$ cat src/rtl/ahb_lite_burst_master.sv
`default_nettype none
// ============================================================================
// Module  : ahb_lite_burst_master
// Purpose : AHB-Lite bus master that takes one read/write command at a time
//           (1..2**LEN_W beats, selectable transfer size) and runs it as a
//           pipelined NONSEQ/SEQ burst. Inserts a NONSEQ restart at every
//           1 KB boundary, honours HREADY wait states and the two-cycle
//           ERROR response.
// Ports   : HCLK/HRESET        clock, asynchronous active-high reset
//           CMD_*              command valid/ready port
//           WR_DATA/WR_POP     show-ahead write data source
//           RD_DATA/RD_VALID   read data stream, one strobe per beat
//           DONE/ERROR         completion pulse, ERROR qualifies DONE
//           H*                 AHB-Lite master interface
// Revision: 1.0 - initial release
// ============================================================================
module ahb_lite_burst_master #(
  parameter int ADDR_W = 32,
  parameter int DATA_W = 32,
  parameter int LEN_W  = 4
) (
  input  logic              HCLK,
  input  logic              HRESET,
  input  logic              CMD_VALID,
  output logic              CMD_READY,
  input  logic              CMD_WRITE,
  input  logic [ADDR_W-1:0] CMD_ADDR,
  input  logic [LEN_W-1:0]  CMD_LEN,
  input  logic [2:0]        CMD_SIZE,
  input  logic [DATA_W-1:0] WR_DATA,
  output logic              WR_POP,
  output logic [DATA_W-1:0] RD_DATA,
  output logic              RD_VALID,
  output logic              DONE,
  output logic              ERROR,
  output logic [ADDR_W-1:0] HADDR,
  output logic [1:0]        HTRANS,
  output logic              HWRITE,
  output logic [2:0]        HSIZE,
  output logic [2:0]        HBURST,
  output logic [DATA_W-1:0] HWDATA,
  input  logic [DATA_W-1:0] HRDATA,
  input  logic              HREADY,
  input  logic              HRESP
);

  localparam logic [1:0] C_HTRANS_IDLE   = 2'b00;
  localparam logic [1:0] C_HTRANS_NONSEQ = 2'b10;
  localparam logic [1:0] C_HTRANS_SEQ    = 2'b11;

  localparam logic [2:0] C_HBURST_SINGLE = 3'b000;
  localparam logic [2:0] C_HBURST_INCR   = 3'b001;
  localparam logic [2:0] C_HBURST_INCR4  = 3'b011;
  localparam logic [2:0] C_HBURST_INCR8  = 3'b101;
  localparam logic [2:0] C_HBURST_INCR16 = 3'b111;

  // Holds a 1 KB offset plus the largest possible burst length in bytes.
  localparam int C_SPAN_W = LEN_W + 12;

  typedef enum logic [1:0] {
    ST_IDLE  = 2'd0,
    ST_ADDR  = 2'd1,
    ST_DRAIN = 2'd2,
    ST_ERR   = 2'd3
  } state_t;

  state_t              state_q,      state_d;
  logic [ADDR_W-1:0]   haddr_q,      haddr_d;
  logic [1:0]          htrans_q,     htrans_d;
  logic                hwrite_q,     hwrite_d;
  logic [2:0]          hsize_q,      hsize_d;
  logic [2:0]          hburst_q,     hburst_d;
  logic [DATA_W-1:0]   hwdata_q,     hwdata_d;
  logic [LEN_W-1:0]    beats_left_q, beats_left_d;
  logic                dphase_q,     dphase_d;
  logic [DATA_W-1:0]   rd_data_q,    rd_data_d;
  logic                rd_valid_q,   rd_valid_d;
  logic                done_q,       done_d;
  logic                error_q,      error_d;

  logic [ADDR_W-1:0]   w_start_addr;
  logic [C_SPAN_W-1:0] w_beats;
  logic [C_SPAN_W-1:0] w_span_end;
  logic                w_crosses;
  logic [2:0]          w_burst;
  logic [ADDR_W-1:0]   w_next_addr;
  logic                w_next_crosses;
  logic                w_cmd_ready;
  logic                w_pop;

  // Command decode: align the start address and pick HBURST. A fixed-length
  // burst is only legal when the whole burst stays inside one 1 KB region.
  assign w_start_addr = CMD_ADDR & ({ADDR_W{1'b1}} << CMD_SIZE);
  assign w_beats      = C_SPAN_W'(CMD_LEN) + C_SPAN_W'(1);
  assign w_span_end   = C_SPAN_W'(w_start_addr[9:0]) + (w_beats << CMD_SIZE);
  assign w_crosses    = (w_span_end > C_SPAN_W'(1024));

  always_comb begin
    w_burst = C_HBURST_INCR;
    if (CMD_LEN == '0) begin
      w_burst = C_HBURST_SINGLE;
    end else if (!w_crosses) begin
      if (w_beats == C_SPAN_W'(4))       w_burst = C_HBURST_INCR4;
      else if (w_beats == C_SPAN_W'(8))  w_burst = C_HBURST_INCR8;
      else if (w_beats == C_SPAN_W'(16)) w_burst = C_HBURST_INCR16;
    end
  end

  // Addresses are size-aligned, so landing on a zero 10-bit offset means the
  // increment just stepped into a new 1 KB region: restart with NONSEQ.
  assign w_next_addr    = haddr_q + (ADDR_W'(1) << hsize_q);
  assign w_next_crosses = (w_next_addr[9:0] == 10'd0);

  // Ready is withheld during the DONE cycle so a new command starts only once
  // the completion pulse has been seen.
  assign w_cmd_ready = (state_q == ST_IDLE) && !done_q;

  always_comb begin
    state_d      = state_q;
    haddr_d      = haddr_q;
    htrans_d     = htrans_q;
    hwrite_d     = hwrite_q;
    hsize_d      = hsize_q;
    hburst_d     = hburst_q;
    hwdata_d     = hwdata_q;
    beats_left_d = beats_left_q;
    dphase_d     = dphase_q;
    rd_data_d    = rd_data_q;
    rd_valid_d   = 1'b0;
    done_d       = 1'b0;
    error_d      = 1'b0;
    w_pop        = 1'b0;

    // Any read data phase completing OKAY delivers one beat.
    if (dphase_q && !hwrite_q && HREADY && !HRESP) begin
      rd_valid_d = 1'b1;
      rd_data_d  = HRDATA;
    end

    case (state_q)
      ST_IDLE: begin
        if (CMD_VALID && w_cmd_ready) begin
          haddr_d      = w_start_addr;
          htrans_d     = C_HTRANS_NONSEQ;
          hwrite_d     = CMD_WRITE;
          hsize_d      = CMD_SIZE;
          hburst_d     = w_burst;
          beats_left_d = CMD_LEN;
          state_d      = ST_ADDR;
        end
      end

      ST_ADDR: begin
        if (dphase_q && HRESP && !HREADY) begin
          // First error cycle: drop the pending beat and everything after it.
          htrans_d = C_HTRANS_IDLE;
          state_d  = ST_ERR;
        end else if (HREADY) begin
          dphase_d = 1'b1;
          if (hwrite_q) begin
            w_pop    = 1'b1;
            hwdata_d = WR_DATA;
          end
          if (beats_left_q == '0) begin
            htrans_d = C_HTRANS_IDLE;
            state_d  = ST_DRAIN;
          end else begin
            haddr_d      = w_next_addr;
            htrans_d     = w_next_crosses ? C_HTRANS_NONSEQ : C_HTRANS_SEQ;
            beats_left_d = beats_left_q - LEN_W'(1);
          end
        end
      end

      ST_DRAIN: begin
        if (HRESP && !HREADY) begin
          state_d = ST_ERR;
        end else if (HREADY) begin
          dphase_d = 1'b0;
          done_d   = 1'b1;
          error_d  = HRESP;
          state_d  = ST_IDLE;
        end
      end

      ST_ERR: begin
        if (HREADY) begin
          dphase_d = 1'b0;
          done_d   = 1'b1;
          error_d  = 1'b1;
          state_d  = ST_IDLE;
        end
      end

      default: state_d = ST_IDLE;
    endcase
  end

  always_ff @(posedge HCLK or posedge HRESET) begin
    if (HRESET) begin
      state_q      <= ST_IDLE;
      haddr_q      <= '0;
      htrans_q     <= C_HTRANS_IDLE;
      hwrite_q     <= 1'b0;
      hsize_q      <= '0;
      hburst_q     <= '0;
      hwdata_q     <= '0;
      beats_left_q <= '0;
      dphase_q     <= 1'b0;
      rd_data_q    <= '0;
      rd_valid_q   <= 1'b0;
      done_q       <= 1'b0;
      error_q      <= 1'b0;
    end else begin
      state_q      <= state_d;
      haddr_q      <= haddr_d;
      htrans_q     <= htrans_d;
      hwrite_q     <= hwrite_d;
      hsize_q      <= hsize_d;
      hburst_q     <= hburst_d;
      hwdata_q     <= hwdata_d;
      beats_left_q <= beats_left_d;
      dphase_q     <= dphase_d;
      rd_data_q    <= rd_data_d;
      rd_valid_q   <= rd_valid_d;
      done_q       <= done_d;
      error_q      <= error_d;
    end
  end

  assign CMD_READY = w_cmd_ready;
  assign WR_POP    = w_pop;
  assign RD_DATA   = rd_data_q;
  assign RD_VALID  = rd_valid_q;
  assign DONE      = done_q;
  assign ERROR     = error_q;
  assign HADDR     = haddr_q;
  assign HTRANS    = htrans_q;
  assign HWRITE    = hwrite_q;
  assign HSIZE     = hsize_q;
  assign HBURST    = hburst_q;
  assign HWDATA    = hwdata_q;

endmodule
`default_nettype wire

$ cat config.mk
export PLATFORM = sky130hd
export DESIGN_NAME = ahb_lite_burst_master
export DESIGN_NICKNAME = d
export VERILOG_FILES = /design/src/rtl/ahb_lite_burst_master.sv
export SDC_FILE = /design/constraint.sdc
export NUM_CORES = 1
export LEC_CHECK = 0
export CAP_MARGIN = 30
export CORE_MARGIN = 5
export CORE_UTILIZATION = 33
export CTS_BUF_LIST = sky130_fd_sc_hd__clkbuf_2
export DETAILED_ROUTE_END_ITERATION = 12
export HOLD_SLACK_MARGIN = 0.12
export PLACE_DENSITY = 0.71
export SLEW_MARGIN = 20
export SYNTH_ARGS = -nofsm -noshare
export SYNTH_HDL_FRONTEND = slang
export SYNTH_SLANG_ARGS = --single-unit
$ cat constraint.sdc
create_clock -name HCLK -period 11.4 [get_ports HCLK]
set_clock_uncertainty 0.1 [all_clocks]
set_input_delay 2.28 -clock HCLK [delete_from_list [all_inputs] [get_ports HCLK]]
set_output_delay 2.28 -clock HCLK [all_outputs]
set_load 0.02 [all_outputs]
Word level (Yosys, flattened, before mapping). Index checks and enable logic that the tools add are counted.

Register bits: 115. Input port bits: 109. Output and inout bits: 110.

Add/sub/neg operators: 4. $lt $le $gt $ge: 1. Equal/unequal tests: 13. Shift operators: 3. Multiplexer cells: 44. Bitwise gates (word level): 2. Reductions and logical operators: 24.

Operator list (number): $mux 32 (4); $pmux 32 s2 (1); $add 32x32->32 (1); $and 32x32->32 (1); $shl 1x3->32 const A (1); $shl 32x3->32 const A (1); $mux 2 (10); $add 10x16->16 (1); $gt 16x11->1 const B (1); $mux 4 (4); $shl 5x3->16 (1); $mux 3 (5); $mux 1 (14); $logic_not 10->1 (1); $logic_and 1x1->1 (8); $logic_not 4->1 (2); $ne 2x2->1 const B (4); $pmux 2 s4 (1); $pmux 4 s2 (1); $reduce_and 4->1 (2); $ne 3x3->1 const B (2); $reduce_and 3->1 (2); $add 4x1->5 const B (1); $eq 5x3->1 const B (1); 16 further kinds (21).

Logic depth before layout (Yosys ltp). Gate-level depths: netlist of the first run.

Word-level depth: 8. Mapped depth: 16. Mapped depth without buffers: 15.

Worst setup path before layout of the first run. No wires, ideal clock.

Path type: input -> output. Start: input port HREADY. End: output port WR_POP. Arrival time: 3.141 ns. Setup slack: 5.879 ns. Stages: 4. Path buffers: 2. Cell sequence: buf_2 > nand3_1 > clkbuf_1 > inv_1.

Longest elaborated chain between the ends: 4.

Ends and longest elaborated chain: from (decl) (RTL line 43) `input logic HREADY,`; $logic_not 1->1 (RTL line 154) `if (dphase_q && HRESP && !HREADY) begin`; $logic_and 1x1->1 (RTL line 154); $mux 1 (*) (RTL line 154); $mux 1 (*) (RTL line 140) `case (state_q)`; to (decl) (RTL line 31) `output logic WR_POP,`.

Every way passes the cells marked *; elsewhere a longest branch is shown, timed or not.

Final worst setup path of the first run. Same ends and word-level chain as after synthesis.

==> results of run 1 <==
[worst min-delay path, delay by kind of cell, from the launching register on]
| family | cells | cell delay [ns] |
|---|---|---|
| AND/OR/NAND/NOR | 1 | 0.05 |
| flip-flops | 1 | 0.39 |
| AO/OA/AOI/OAI | 1 | 0.06 |
[layout make-up]
type	count	area, um^2	area share (%)
multi-input combinational	502	3460	37.6
sequential	115	2880	31.2
timing repair buffer	224	2230	24.1
tap	265	332	3.59
clock inverter	14	154	1.67
clock buffer	18	90.1	0.976
inverter	21	81.3	0.881
[registers in the layout, indices dropped and copies added, names as in the netlist]
name	count
state_q	2
beats_left_q	4
HWRITE	1
RD_VALID	1
ERROR	1
dphase_q	1
HSIZE	3
HBURST	3
RD_DATA	32
HADDR	32
HTRANS	2
HWDATA	32
DONE	1
[cells by family after synthesis]
group | count (synthesis) | synth area share [%]
flops | 115 | 43.7
buf+inv | 64 | 4.08
xor+xnor | 14 | 1.86
simple gates | 198 | 15.0
mux | 69 | 11.7
compound gates | 197 | 18.8
fa+ha+maj | 24 | 4.79
[stage by stage]
step | hold WS (ns) | util, % | setup slack (ns)
2_1_floorplan | 0.372 | - | 5.88
6_report | 0.409 | 47.3 | 5.00
4_1_cts | 0.424 | 47.3 | 4.99
3_3_place_gp | 0.376 | 46.0 | 4.99
3_5_place_dp | 0.384 | 46.0 | 4.99
5_1_grt | 0.438 | 47.3 | 4.90
[cell usage after synthesis, types with 6 or more instances]
master	instances	share of area, %
sky130_fd_sc_hd__a21oi_1	58	4.4
sky130_fd_sc_hd__a31oi_1	10	0.95
sky130_fd_sc_hd__and2_1	7	0.66
sky130_fd_sc_hd__buf_2	8	0.61
sky130_fd_sc_hd__clkbuf_1	30	1.7
sky130_fd_sc_hd__dfrtp_1	115	44
sky130_fd_sc_hd__ha_1	22	4.2
sky130_fd_sc_hd__inv_1	21	1.2
sky130_fd_sc_hd__mux2_2	64	11
sky130_fd_sc_hd__nand2_1	64	3.6
sky130_fd_sc_hd__nand3_1	26	2.0
sky130_fd_sc_hd__nand4_1	9	0.85
sky130_fd_sc_hd__nor2_1	48	2.7
sky130_fd_sc_hd__nor3_1	6	0.46
sky130_fd_sc_hd__nor3b_1	6	0.68
sky130_fd_sc_hd__o21a_1	8	0.91
sky130_fd_sc_hd__o21ai_0	55	4.2
sky130_fd_sc_hd__o21bai_1	6	0.68
sky130_fd_sc_hd__o22ai_1	10	0.95
sky130_fd_sc_hd__xnor2_1	8	1.1
sky130_fd_sc_hd__xor2_1	6	0.80
[final timing paths]
path / end / cells past startpoint / slack (ns) / startpoint
worst max-delay path: WR_POP / 5 / 5.00 / HREADY
worst min-delay path: HBURST[1] / 2 / 0.41 / HBURST[1]
worst max register to register: HTRANS[0] / 10 / 8.28 / HSIZE[2]
worst min register to register: HBURST[1] / 2 / 0.41 / HBURST[1]
max in group asynchronous: RD_DATA[21] / 3 / 7.92 / HRESET
min in group asynchronous: HWDATA[30] / 2 / 1.98 / HRESET
[layer usage]
metal	track usage, %	routed length (um)	vias to the layer above
met1	22.1	8380	2867
met3	5.24	1970	11
met5	0	0	-
li1	-	-	2878
met4	3.31	145	0
met2	26.7	8890	212
[power breakdown]
group | total (uW) | internal, uW | switching (uW)
Sequential | 774 | 604 | 170
Combinational | 1390 | 663 | 726
Clock | 278 | 104 | 175
==> summary by stage, run 1 <==
Timing
The maximum frequency from static timing analysis is 0.156 GHz. The actual transition at the worst max-transition pin is between 0.7 and 0.8 ns. The final-report max-slew violation count is 0.

The total count of hold-check failures in the final report is 0. Setup repair after global routing left no endpoint under its margin. The final number of setup-violating endpoints is 0. Adding up every negative setup slack in the final design gives 0 ns. The final critical delay including setup and external delays is ~6.4 ns. The worst pin sits at a relative slew slack of between 40% and 50%. The final critical-path share of the clock period is a little under three fifths.

Logic synthesis
Counting every net in the synthesized netlist gives 814. During synthesis, Yosys emitted a total of 0 warnings. Sequential elements use between 40% and 50% of the synthesized area.

Synthesis produced a netlist whose cell count is 681. The netlist area before placement is approximately 0.0066 mm^2. The number of distinct standard cells referenced by the synthesized netlist is 73.

In this run the mean area of a mapped cell was ~9.7 um^2. The primary flip-flop cell chosen by synthesis mapping is sky130_fd_sc_hd__dfrtp_1. The number of flops mapped to enable cells by yosys is 0. The share of synthesized registers carrying an async set or reset is 100%. The flip-flop and latch count after synthesis is 115.

Layout
The library cell used most frequently in the layout, excluding fill and tap cells, is sky130_fd_sc_hd__clkdlybuf4s50_1. The count of filler cells inserted in the layout is ~1.9k. The top cell types in the final layout, fill and taps aside, are sky130_fd_sc_hd__clkdlybuf4s50_1, sky130_fd_sc_hd__dfrtp_1, sky130_fd_sc_hd__nand2_1, sky130_fd_sc_hd__mux2_2, sky130_fd_sc_hd__a21oi_1. The net count of the finished layout is roughly 1.0k. The area growth from synthesis to layout is 40.1%.

With fillers left out, the area of the finished cells amounts to between 0.009 and 0.01 mm^2. The antenna diode instance count is 0. Of the cells placed in the final design, the portion with a size suffix greater than 1 is a little over an eighth.

The post-route non-filler standard cell count is 1159.

Floorplan
During I/O placement, the number of pins put on the boundary was 219. Measured along the x axis, the die boundary spans 151 um. The starting density of the core is 33.7%.

The total die area is between 0.02 and 0.025 mm^2. The initialized floorplan defines just over 50 standard-cell rows. The die is 151 um tall. The core outline area is 0.0195 mm^2.

Drt
The wire length per cell after detailed routing is 16.7 um. In this run the remaining antenna-violating nets after routing total 0. After the first detailed-routing iteration, the DRC count stood at between 200 and 300. The vias after detailed routing is just under 6k.

For this block, the routed nets add up to 19400 um of wire. In the routed layout, each cell is associated on average with a via count of 5.15. The residual DRC count is 0. The number of iterations in the first detailed-routing pass is 4.

Power and ir drop
The design draws around 2400 uW. Summed over all cells, the static leakage comes to between 0.003 and 0.004 uW. The maximum ir drop on the vdd rail is roughly 120 uV. The power density relative to cell area is about 260 mW/mm^2.

Clock tree
For the worst-skew pair, the clock arrives at the later sink with an insertion delay of between 0.6 and 0.7 ns. CTS placed an instance of sky130_fd_sc_hd__clkbuf_2 at the clock tree root. CTS built an H-tree with a depth of 4. Clock-pin slew was measured on the worst setup and hold paths at roughly 0.18 ns. The clock tree from TritonCTS is done.

Buffers added to address setup during post-CTS repair amount to 0. Counting every sink on the clock net gives 115. The clock passes through at most 2 buffers.

The hold buffer count at CTS is 0. The number of gates given a new drive strength after cts is 0. Counting the buffers created by CTS gives 17.

Placement
The placed wire-length estimate after detailed placement is about 14000 um. After detailed placement, the total cell area comes to around 0.009 mm^2. The count of buffers inserted at the top-level ports is ~220. Routability-driven placement finished with a final weighted congestion of 0.834. The placed cell count is around 1.1k.

Global route
Entering global routing, the biggest net connects slightly above 60 pins. The via count of the first global-routing pass was 5706. The first-pass GRT wire length is roughly 30000 um. The initial antenna violation count was 0. The global-route usage over all layers is between 15 and 20%. The overall overflow remaining after global route is 0.

Setup path
The arrival time at the worst endpoint is between 4 and 5 ns. In this design, the largest share of critical-path delay is due to buffers and inverters. The kind of end point of the critical path is an output pin. In this design, the stage delay of the slowest critical-path cell is around 0.64 ns. Traced cell by cell, the critical path runs through clkdlybuf4s50_1 -> nand3_1 -> buf_4 -> inv_1 -> clkdlybuf4s50_1. The library cell contributing the largest single delay on the critical path is sky130_fd_sc_hd__clkdlybuf4s50_1. The category of the most critical setup path is in2out.

Data on the critical path is required at its endpoint by roughly 9.0 ns. The worst setup path is launched from an input pin. In this design, the critical path's most frequently occurring cell is sky130_fd_sc_hd__clkdlybuf4s50_1. In this run the worst path has a maximum fanout of 33. Counting both buffers and inverters, the worst setup path holds a total of 4.

Hold path
The class of the tightest hold or removal check is reg2reg.

Run
Across the run, the number of max-cap violations was 0.

Outcome
The run finished with clean final reports.
Note: power is estimated with default switching activity, not from simulation.
==> inputs of run 2 (changes only) <==
==> constraint.sdc (replaced) <==
create_clock -name HCLK -period 5.9 [get_ports HCLK]
set_clock_uncertainty 0.1 [all_clocks]
set_input_delay 1.18 -clock HCLK [delete_from_list [all_inputs] [get_ports HCLK]]
set_output_delay 1.18 -clock HCLK [all_outputs]
set_load 0.02 [all_outputs]
==> summary by stage, run 2 (synthesis results as in run 1) <==
Outcome
The run finished with clean final reports.

Floorplan
The core outline area is roughly 0.02 mm^2. The floorplan step defined a die boundary enclosing about 0.023 mm^2. The starting density of the core is 33.7%. The number of placed I/O pins is 219. The die width is approximately 150 um. Row generation in the floorplan step produced around 50 rows. From bottom edge to top edge, the die measures roughly 150 um.

Timing
For the pin with the worst max-slew slack, the measured transition is around 0.72 ns. The final critical delay including setup and external delays is between 4 and 5 ns. The maximum frequency from static timing analysis is 0.218 GHz.

Dividing the final minimum period by the clock period gives roughly 78%. Setup repair after global routing left no endpoint under its margin. In the final timing run, aggregate negative setup slack is 0 ns. Setup violations remaining at the end of the flow were counted as 0. The final-report max-slew violation count is 0. The total count of hold-check failures in the final report came to 0. The headroom to the max-slew limit is 51.7%.

Setup path
The most numerous cell type found on the critical path is sky130_fd_sc_hd__o21ai_0. Data on the critical path is required at its endpoint by between 6 and 7 ns. Walking the worst path, the cells encountered are clkdlybuf4s50_1 -> ha_1 -> xor2_1 -> o21ai_0 -> o21ai_0 -> and2_1 -> ha_1 -> a211oi_1 -> o21ai_0 -> a31o_2 -> a21oi_1 -> xnor2_1 -> a41oi_1 -> o21ai_0. For this run, the slowest stage of the critical path takes 0.75 ns. The arrival time at the worst endpoint is between 5 and 6 ns. The worst setup path is launched from an input pin. The maximum fanout encountered on the critical timing path is 12. The category of the most critical setup path is in2reg.

The library cell contributing the largest single delay on the critical path is sky130_fd_sc_hd__clkdlybuf4s50_1. The kind of end point of the critical path is a flip-flop.

Global route
Summed over all layers, the global routing overflow is 0. The first global-routing pass estimated a little over 30000 um of wire. The initial antenna violation count is 0. The global-route usage over all layers is 16.9%. Entering global routing, the biggest net connects 62 pins. The via count of the first global-routing pass is 5747.

Layout
The summed area of non-filler cells in the final layout is about 0.0092 mm^2. The sequential standard cell area is about 0.0029 mm^2. The fraction of final layout cells sized beyond drive strength 1 is between 10 and 15%. The final core area utilization is 47.3%. In the layout the commonest cells are sky130_fd_sc_hd__clkdlybuf4s50_1, sky130_fd_sc_hd__dfrtp_1, sky130_fd_sc_hd__nand2_1, sky130_fd_sc_hd__mux2_2, sky130_fd_sc_hd__a21oi_1. The library cell used most frequently in the layout, excluding fill and tap cells, is sky130_fd_sc_hd__clkdlybuf4s50_1. The area growth from synthesis to final layout is 40.3%.

The count of filler cells inserted in the layout is between 1.5k and 2k. 0 antenna diodes ended up in the layout. The final layout contains between 1k and 1.5k nets. The total area of multi-input combinational cells is approximately 0.0035 mm^2.

Hold path
The worst hold path belongs to the class reg2reg.

Drt
The initial DRC count is 333. After detailed routing, the average wire length per cell comes to 17.1 um. After detailed routing, the number of remaining DRC violations is 0.

The remaining antenna violation count is 0. For this block, the via count after detailed routing is 5986. The ratio of routed vias to standard cells is between 5 and 6. For this run, the detailed router's first-pass iteration total came to 5. The post-detailed-routing wire length is a little under 20000 um.

Clock tree
Buffers added to address setup during post-CTS repair amount to 0. For this design, the CTS-stage hold fixing added 0 buffers. After clock tree synthesis, the repair step resized 0 gates.

The cell at the root of the clock tree is sky130_fd_sc_hd__clkbuf_2. The clock transition at the registers of the reported paths is 0.21 ns. The clock tree from TritonCTS is done.

The depth of the CTS H-tree is 4. No sink is reached through more buffers than the 2 on the longest clock path. The latest clock arrival within the worst-skew pair is between 0.6 and 0.7 ns. Buffers inserted during clock tree synthesis total 17. The TritonCTS sink count is about 120.

Power and ir drop
The sum of internal, switching and leakage power is 4700 uW. The power density relative to cell area is just over 500 mW/mm^2. The worst-case IR drop observed on VDD is around 260 uV. For this design the static power due to leakage is 0.00374 uW.

Placement
The post-detailed-placement cell area is around 0.009 mm^2. The count of buffers inserted at the top-level ports is 218. The final RePlAce weighted congestion is ~0.85.

Summed over all nets, the half-perimeter wirelength after detailed placement is approximately 15000 um.

Run
Max-cap violations in this run came to 0.
[run 2: critical path: cells and delay by family]
kind	cells	cell delay [ns]
XOR/XNOR	2	0.36
AND/OR/NAND/NOR	1	0.19
AO/OA/AOI/OAI	8	1.93
adder cells (fa/ha/maj)	2	0.66
buffers and inverters	1	0.75
[run 2: report_power, final]
part | switching, uW | total (uW) | internal (uW)
combinational | 1400 | 2690 | 1290
sequential | 331 | 1500 | 1170
clock | 350 | 508 | 158
total | 2080 | 4700 | 2620
[run 2: final timing paths]
kind / from / to / slack (ns) / cells past startpoint
setup reg to reg: HSIZE[0] / HADDR[28] / 2.85 / 9
max in group asynchronous: HRESET / RD_DATA[9] / 3.70 / 4
setup / recovery: CMD_LEN[0] / HBURST[1] / 1.32 / 14
hold reg to reg: HTRANS[1] / HTRANS[1] / 0.42 / 1
min in group asynchronous: HRESET / HWDATA[11] / 0.80 / 2
hold / removal: HTRANS[1] / HTRANS[1] / 0.42 / 1
[run 2: routing by layer]
layer / vias up / wire length, um / GRT usage, %
li1: 2890 / - / -
met1: 2874 / 8610 / 21.9
met2: 205 / 9190 / 27.5
met3: 17 / 1830 / 4.91
met4: 0 / 251 / 5.03
met5: - / 0 / 0
[run 2: layout make-up]
| type | instances | area share (%) |
|---|---|---|
| clock buffers | 18 | 0.975 |
| clock inverters | 14 | 1.45 |
| inverters | 21 | 0.880 |
| multi-input cells | 502 | 37.5 |
| flip-flops and latches | 115 | 31.1 |
| well taps | 265 | 3.59 |
| repair buffers | 226 | 24.5 |
[run 2: metrics by stage]
stage               worst slack, ns  cells  hold WS, ns
floorplan                      1.58    681        0.372
global placement              0.810   1127        0.375
detailed placement            0.648   1129        0.383
CTS                            1.43   1161        0.423
global route                   1.09   1161        0.430
finish                         1.32   1161        0.424
==> edit: new RTL, flow settings as in run 2 <==
`DATA_W`: 32 -> 16.
--- a/src/rtl/ahb_lite_burst_master.sv
+++ b/src/rtl/ahb_lite_burst_master.sv
@@ -18,3 +18,3 @@
   parameter int ADDR_W = 32,
-  parameter int DATA_W = 32,
+  parameter int DATA_W = 16,
   parameter int LEN_W  = 4
Interface: changed (resized HRDATA, HWDATA, RD_DATA and WR_DATA); port bits go from 219 to 155. The function was not compared with the original's and may differ.
==> edit against run 2 <==
Power decreased by 23%; largest power group unchanged; synthesized area decreased by 19%; combinational power decreased by 20%; count of clock-buffer cells in the layout decreased by 9; die area decreased by 17%; via count decreased by 15%; first-iteration DRC count decreased by 3.3%; design area decreased by 21%; worst setup slack improved by 0.13 ns; wire length decreased by 18%; worst hold slack improved by 0.0098 ns; cell count decreased by 18%; clock power decreased by 29%; critical endpoint unchanged; sequential cell count decreased by 32.
==> edit: results (changes against run 2) <==
outcome: complete, no violations
adder-cell area share of the yosys netlist: 5.87% (+1.1 points)
DP Worst Slack: 0.886 ns (+0.239 ns)
PortBufs: 154 (-29%)
Pwr per Cell Area: 494 nW/um2 (-2.8%)
mux contribution to synthesized area: 8.07% (-3.6 points)
Nets: 825 (-19%)
Seq power: 1100 uW (-27%)
Met2 Wirelength: 7240 um (-21%)
P_int: 1980 uW (-24%)
arrival time worst endpoint: 4.87 ns (-0.19 ns)
layout cell share with drive strength beyond 1: 10.7% (-3.0 points)
initial antenna violation count: 1 (+1)
fill count: 1553 (-18%)
Syn Nets: 686 (-16%)
clock share of power: 10.1% (-0.7 points)
Max stage delay on crit path: 0.58 ns (-0.17 ns)
placed wire-length estimate: 12500 um (-17%)
met3 routed WL: 1720 um (-5.8%)
dpl cells: 929 (-18%)
total CTS buffers: 9 (-8)
drt total wl: 16400 um (-18%)
vias in the first global route: 4778 (-17%)
Clock Latency Late Sink: 0.61 ns (-0.08 ns)
synth cell count leaders: 83 x dfrtp_1, 60 x nand2_1, 41 x a21oi_1, 39 x o21ai_0, 36 x nor2_1
Yosys cell types: 69 (-5.5%)
WL met1: 7170 um (-17%)
Leak: 0.00295 uW (-21%)
sequential area share after synthesis: 38.7% (-5.0 points)
Hold EP: RD_DATA[6]
GRT Total Usage: 17.1% (+0.20 points)
DIE WIDTH: 138 um (-9.1%)
Max IR drop VDD: 0.000195 V (-24%)
R2R Setup Slk: 2.99 ns (+0.14 ns)
wire per inst: 17.2 um (+0.61%)
hold slack final: 0.434 ns (+0.00982 ns)
Synth async-reset ratio: 100% (unchanged)
largest net degree at the start of global routing: 47 (-24%)
vias per cell: 5.33 (+3.4%)
Post-DP Area: 7130 um2 (-21%)
post-synthesis compound-gate area fraction: 21.9% (+3.1 points)
Iter 0 DRT Violations: 322 (-3.3%)
-- edit: cell types whose count changed in the layout (fill, tap and decap cells not counted), sizes merged, moves of 7 or more --
cell	before	now
o21ai	56	41
a21o	2	9
clkbuf	18	9
clkdlybuf4s50	218	154
mux2	64	34
dfrtp	115	83
inv	23	14
o211ai	2	10
nor2	48	36
a21oi	59	43
-- edit: worst max-delay path, delay by kind of cell --
| family | cells | cell delay (ns) |
|---|---|---|
| adder cells (fa/ha/maj) | 2 | 0.81 |
| multiplexers | 1 | 0.36 |
| buffers and inverters | 1 | 0.58 |
| AO/OA/AOI/OAI | 8 | 1.67 |
| AND/OR/NAND/NOR | 2 | 0.27 |
-- edit: layer usage --
metal	up-vias	GRT usage (%)
li1	2467	-
met1	2376	22.1
met2	206	27.7
met3	20	4.97
met4	0	5.21
met5	-	0
-- edit: worst max path at each step --
stage | to | from | slack, ns
finish | HBURST[1] | CMD_LEN[0] | 1.45
global route | HBURST[1] | CMD_LEN[0] | 1.30
detailed placement | HBURST[1] | CMD_LEN[0] | 0.89
global placement | HBURST[1] | CMD_LEN[0] | 1.03
CTS | HBURST[1] | CMD_LEN[0] | 1.55
floorplan | HBURST[1] | CMD_LEN[0] | 1.93
-- edit: area by class of cell --
| cell class | instances | area, um2 | share of cell area [%] |
|---|---|---|---|
| multi-input combinational | 452 | 3110 | 42.7 |
| sequential | 83 | 2080 | 28.5 |
| timing repair buffer | 164 | 1620 | 22.2 |
| tap | 216 | 270 | 3.70 |
| clock inverter | 7 | 101 | 1.39 |
| inverter | 14 | 53.8 | 0.738 |
| clock buffer | 9 | 45.0 | 0.617 |
| antenna | 6 | 15.0 | 0.206 |
